## src/rtl/sa_pkg.sv

```systemverilog
// Shared types, default geometry and helpers for the systolic-array scheduler.
package sa_pkg;

  localparam int unsigned ROWS_D     = 9;
  localparam int unsigned COLS_D     = 3;
  localparam int unsigned LAT_D      = ROWS_D;
  localparam int unsigned LOAD_CYC_D = 2 * ROWS_D;
  localparam int unsigned NV_W_D     = 16;

  typedef enum logic [1:0] {
    IDLE   = 2'd0,
    LOAD   = 2'd1,
    STREAM = 2'd2,
    DONE   = 2'd3
  } sa_state_e;

  // Last stream cycle index: final vector enters the last row, crosses the
  // remaining columns, then drains through LAT rows.
  function automatic int unsigned stream_term(input int unsigned n,
                                              input int unsigned cols,
                                              input int unsigned lat);
    return n - 1 + cols - 1 + lat;
  endfunction

endpackage

```

## src/rtl/sa_window_mask.sv

```systemverilog
// Sliding-window decoder: bit i is set while i+OFFSET <= c < i+OFFSET+n.
module sa_window_mask #(
  parameter int unsigned W      = 1,
  parameter int unsigned OFFSET = 0,
  parameter int unsigned CW     = 24
) (
  input  logic [CW-1:0] c,
  input  logic [CW-1:0] n,
  output logic [W-1:0]  mask_c
);

  // One unsigned window compare per lane; the caller guarantees no wrap.
  always_comb begin
    mask_c = '0;
    for (int unsigned i = 0; i < W; i++) begin
      mask_c[i] = (c >= CW'(i + OFFSET)) && (c < (CW'(i + OFFSET) + n));
    end
  end

endmodule

```

## src/rtl/sa_sched.sv

```systemverilog
// Sequencer for the weight-stationary pe_grid: weight load, skewed
// activation streaming, per-column output-valid flags and a done pulse.
module sa_sched
  import sa_pkg::*;
#(
  parameter int unsigned ROWS     = ROWS_D,
  parameter int unsigned COLS     = COLS_D,
  parameter int unsigned LAT      = LAT_D,
  parameter int unsigned LOAD_CYC = LOAD_CYC_D,
  parameter int unsigned NV_W     = NV_W_D
) (
  input  logic                     i_clk,
  input  logic                     i_rst,
  input  logic                     i_start,
  input  logic [NV_W-1:0]          i_num_vec,
  output logic                     o_busy,
  output logic                     o_done,
  output logic                     o_grid_sel,
  output logic                     o_north_zero,
  output logic                     o_w_rd_en,
  output logic [$clog2(ROWS)-1:0]  o_w_rd_addr,
  output logic [ROWS-1:0]          o_row_en,
  output logic [NV_W+8-1:0]        o_stream_cnt,
  output logic [COLS-1:0]          o_col_valid
);

  localparam int unsigned CW = NV_W + 8;
  localparam int unsigned AW = $clog2(ROWS);
  localparam int unsigned KW = $clog2(LOAD_CYC + 1);

  sa_state_e     state_q, state_d;
  logic [KW-1:0] k_q, k_d;
  logic [CW-1:0] c_q, c_d;
  logic [CW-1:0] n_q, n_d;
  logic [CW-1:0] term_c;
  logic [ROWS-1:0] row_mask_c;
  logic [COLS-1:0] col_mask_c;

  assign term_c = CW'(stream_term(32'(n_q), COLS, LAT));

  // State, counters and latched vector count.
  always_ff @(posedge i_clk) begin
    if (i_rst) begin
      state_q <= IDLE;
      k_q     <= '0;
      c_q     <= '0;
      n_q     <= '0;
    end else begin
      state_q <= state_d;
      k_q     <= k_d;
      c_q     <= c_d;
      n_q     <= n_d;
    end
  end

  // Next state and counter updates; start is only honoured in IDLE.
  always_comb begin
    state_d = state_q;
    k_d     = k_q;
    c_d     = c_q;
    n_d     = n_q;
    unique case (state_q)
      IDLE: begin
        k_d = '0;
        c_d = '0;
        if (i_start) begin
          n_d     = CW'(i_num_vec);
          state_d = LOAD;
        end
      end
      LOAD: begin
        if (k_q == KW'(LOAD_CYC - 1)) begin
          k_d     = '0;
          state_d = (n_q != '0) ? STREAM : DONE;
        end else begin
          k_d = k_q + KW'(1);
        end
      end
      STREAM: begin
        if (c_q == term_c) begin
          state_d = DONE;
        end else begin
          c_d = c_q + CW'(1);
        end
      end
      DONE: begin
        c_d     = '0;
        state_d = IDLE;
      end
      default: state_d = IDLE;
    endcase
  end

  // Grid controls decoded from registered state and the load counter.
  always_comb begin
    o_busy       = (state_q != IDLE);
    o_done       = (state_q == DONE);
    o_grid_sel   = (state_q == LOAD);
    o_north_zero = 1'b1;
    o_w_rd_en    = 1'b0;
    o_w_rd_addr  = '0;
    if ((state_q == LOAD) && (k_q < KW'(ROWS))) begin
      o_w_rd_en    = 1'b1;
      o_north_zero = 1'b0;
      o_w_rd_addr  = AW'(ROWS - 1) - AW'(k_q);
    end
  end

  assign o_stream_cnt = c_q;

  sa_window_mask #(.W(ROWS), .OFFSET(0), .CW(CW)) u_row_mask (
    .c      (c_q),
    .n      (n_q),
    .mask_c (row_mask_c)
  );

  sa_window_mask #(.W(COLS), .OFFSET(LAT), .CW(CW)) u_col_mask (
    .c      (c_q),
    .n      (n_q),
    .mask_c (col_mask_c)
  );

  // Window flags only mean something while streaming.
  always_comb begin
    o_row_en    = '0;
    o_col_valid = '0;
    if (state_q == STREAM) begin
      o_row_en    = row_mask_c;
      o_col_valid = col_mask_c;
    end
  end

endmodule

```

## config.mk

```make
export PLATFORM = sky130hd
export DESIGN_NAME = sa_sched
export DESIGN_NICKNAME = d
export VERILOG_FILES = /design/src/rtl/sa_pkg.sv /design/src/rtl/sa_window_mask.sv /design/src/rtl/sa_sched.sv
export SDC_FILE = /design/constraint.sdc
export NUM_CORES = 1
export LEC_CHECK = 0
export CAP_MARGIN = 25
export CORE_MARGIN = 5
export CORE_UTILIZATION = 67
export DETAILED_ROUTE_END_ITERATION = 16
export HOLD_SLACK_MARGIN = 0.05
export PLACE_DENSITY = 0.89
export SKIP_LAST_GASP = 1
export SLEW_MARGIN = 20
export SYNTH_ARGS = -nofsm -noshare
export SYNTH_HDL_FRONTEND = slang
export SYNTH_SLANG_ARGS = --single-unit
```

## constraint.sdc

```tcl
create_clock -name i_clk -period 7.8 [get_ports i_clk]
set_clock_uncertainty 0.15 [all_clocks]
set_input_delay 1.56 -clock i_clk [delete_from_list [all_inputs] [get_ports i_clk]]
set_output_delay 1.56 -clock i_clk [all_outputs]
set_load 0.005 [all_outputs]
```

==> results_dict.tcl <==
set metrics [dict create \
    slew_viol_final 0 \
    first_iter_violations 1128 \
    track_usage 0.3672 \
    crit_arrival_ns 5.11 \
    io_pins 64 \
    synth_fp_nets 1535 \
    ctsResizeCount 0 \
    clock_path_buffers 2 \
    cp_top_family "simple AND/OR/NAND/NOR gates" \
    detail-route-antenna-nets 0 \
    grt_antenna_before_repair 0 \
    maxCapViolCount 0 \
    routabilityCongestion 1.068 \
    insertion_delay_ns 0.31 \
    die_y_um 132.2 \
    antenna_cells 0 \
    grt_pass1_vias 10140 \
    synth_area_leader_cell "ha_1" \
    p_total_mw 1.779 \
    cp_max_fo 22 \
    final_hold_viol_count 0 \
    synthFlopType "dfxtp_1" \
    num_rows 44 \
    cts-root-buf "clkbuf_16" \
    post_drt_wl_per_cell_um 21.71 \
    rsz0062_at_grt "false" \
    multi_input_area_sq_um 8561 \
    grt_pass1_wl_mm 52.80 \
    synthCells 1308 \
    dr.pass1.iters 5 \
    max_stage_delay_ns 0.93 \
    crit_buf_inv 1 \
    synth_edf_count 0 \
    final_cell_count_no_fill 1524 \
    syn_area_per_cell_sq_um 7.652 \
    dieWidth_um 132.2 \
    drive_gt1_frac 0.05373 \
    dp_hpwl_mm 25.30 \
    fin_crit_sh 0.8749 \
    min_period_ns 6.824 \
    postCtsHoldBufs 0 \
    h-tree-depth 2 \
    finalWirelength_mm 33.09 \
    vias 10400 \
    place_ws_ns 1.379 \
    critPathLaunchType "flip-flop" \
    port_buffers 63 \
    worst_slack_ns 0.9760 \
    worst_pin_slew_ns 1.041 \
    cts_buffers 5 \
    cellLeakagePower_nw 4.394 \
    path_class "flip-flop to output port" \
    overflow 0 \
    cts_tree "yes" \
    dp_cells 1516 \
    yosysWarnings 0 \
    post-route-util 0.7453 \
    die_area_sq_um 17480 \
    grt_max_degree 49 \
    final_area_sq_um 10870 \
    core_area_sq_um 14590 \
    crit_slowest_cell "dfxtp_1" \
    syn2layout_area_growth_pct 8.638 \
    fin_setup_tns_ns 0 \
    ys_top_cells_by_area "ha_1, xnor2_1, dfxtp_1" \
    clock_sinks 47 \
    power_density_nw_per_um2 163.6 \
    postPlaceCellArea_sq_um 10730 \
    cts_setup_buffers 0 \
    vias_per_cell 6.821 \
    cp_data_required_time_ns 6.09 \
    path_cells "nand3_1, or2_1, nor2_1, nand2_1, xnor2_1, ha_1, a21o_1, a21oi_1, nand3b_1, a2111oi_0, o21a_1, clkdlybuf4s50_1" \
    status "complete, no violations" \
    hold_class "flip-flop to flip-flop" \
    hold-worst-slack_ns 0.3702 \
    nNetsFinal 1566 \
    crit_path_end_kind "output port" \
    fillCellCount 1161 \
    async_reset_ff_frac 0 \
    synth.top_cell.area_share 0.2600 \
    yosysUniqueCellTypes 80 \
    slew_headroom 0.3037 \
    vdd_drop_max_mv 0.2634 \
    setup_viol 0 \
    ys_seq_area_frac 0.09401 \
    cts.clk_slew.worst_paths_ns 0.08 \
    max_freq_ghz 0.1465 \
    netlist_area_sq_um 10010 \
    regArea_sq_um 940.9 \
    drc 0 \
    initial_core_util 0.6860 \
    ys_seq_elements 47 \
]
## layer usage
metal,GRT usage,vias up,routed length [um]
met5,0,-,0
met4,0.2534,0,2751
met3,0.06756,211,3209
met2,0.5946,646,14630
met1,0.4387,4717,12500
li1,-,4821,-
## kinds of logic after synthesis
family          synth area share
simple gates              0.2313
compound gates            0.2195
flops                    0.09401
fa+ha+maj                 0.2600
xor+xnor                  0.1414
mux                     0.003125
buf+inv                  0.05063
## registers in the layout, indices dropped and copies added, names as in the netlist
signal,cells
state_q,2
k_q,5
o_stream_cnt,24
n_q,16
## path summary, 6_finish.rpt
| check | startpoint | to | slack [ns] | depth (start not counted) |
|---|---|---|---|---|
| setup / recovery | n_q[6] | o_row_en[7] | 0.98 | 12 |
| hold / removal | state_q[1] | state_q[1] | 0.37 | 2 |
| setup reg to reg | n_q[4] | o_stream_cnt[17] | 1.75 | 13 |
| hold reg to reg | state_q[1] | state_q[1] | 0.37 | 2 |
## layout by cell type, fill, tap and decap left out, types with 5 or more instances in the layout
cell / count
nand2_1: 113
nor3_1: 45
nor2b_1: 22
or4_1: 16
o21ai_0: 44
a21oi_1: 84
o211ai_1: 6
nor2_1: 91
or2_2: 8
and2_1: 6
nand3_1: 42
clkbuf_16: 5
clkdlybuf4s50_1: 62
nand4_1: 27
and3_1: 9
o2111ai_1: 5
a211oi_1: 5
or3_1: 22
a31oi_1: 8
a21o_1: 56
inv_1: 44
nor4_1: 17
xnor2_1: 152
o31ai_1: 20
nand2b_1: 17
a2111oi_0: 9
buf_4: 24
dfxtp_1: 47
o21a_1: 23
a21boi_0: 5
ha_1: 208
xor2_1: 7
a21oi_2: 14
## tightest hold or removal path, delay by kind of cell, from the launching register on
kind | cells | cell delay (ns)
flops | 1 | 0.35
simple gates | 1 | 0.07
mux | 1 | 0.05
## power by group
group / leakage, nW / switching (mW) / total, mW / internal, mW
logic: 3.94 / 0.767 / 1.24 / 0.472
registers: 0.381 / 0.0555 / 0.316 / 0.261
clock network: 0.0742 / 0.104 / 0.225 / 0.120
## cell usage after synthesis (8+ instances only)
library cell / count
a21oi_2: 14
ha_1: 208
a31oi_1: 8
nor3_1: 45
nor4_1: 17
nand2_1: 113
nor2b_1: 22
or2_2: 8
dfxtp_1: 47
o21ai_0: 44
a21o_1: 56
and3_1: 9
buf_6: 8
inv_1: 44
a21oi_1: 84
nor2_1: 91
o21a_1: 23
nand3_1: 42
or4_1: 16
nand2b_1: 17
clkbuf_1: 44
xnor2_1: 152
or3_1: 22
a2111oi_0: 9
nand4_1: 27
o31ai_1: 20
## layout make-up
type / count / share of cell area
multi-input cells: 1148 / 0.7873
flip-flops and latches: 47 / 0.08654
repair buffers: 87 / 0.07411
well taps: 184 / 0.02117
inverters: 50 / 0.01726
clock buffers: 5 / 0.01151
clock inverters: 3 / 0.002071
No activity file was read; power rests on OpenSTA's default activity.
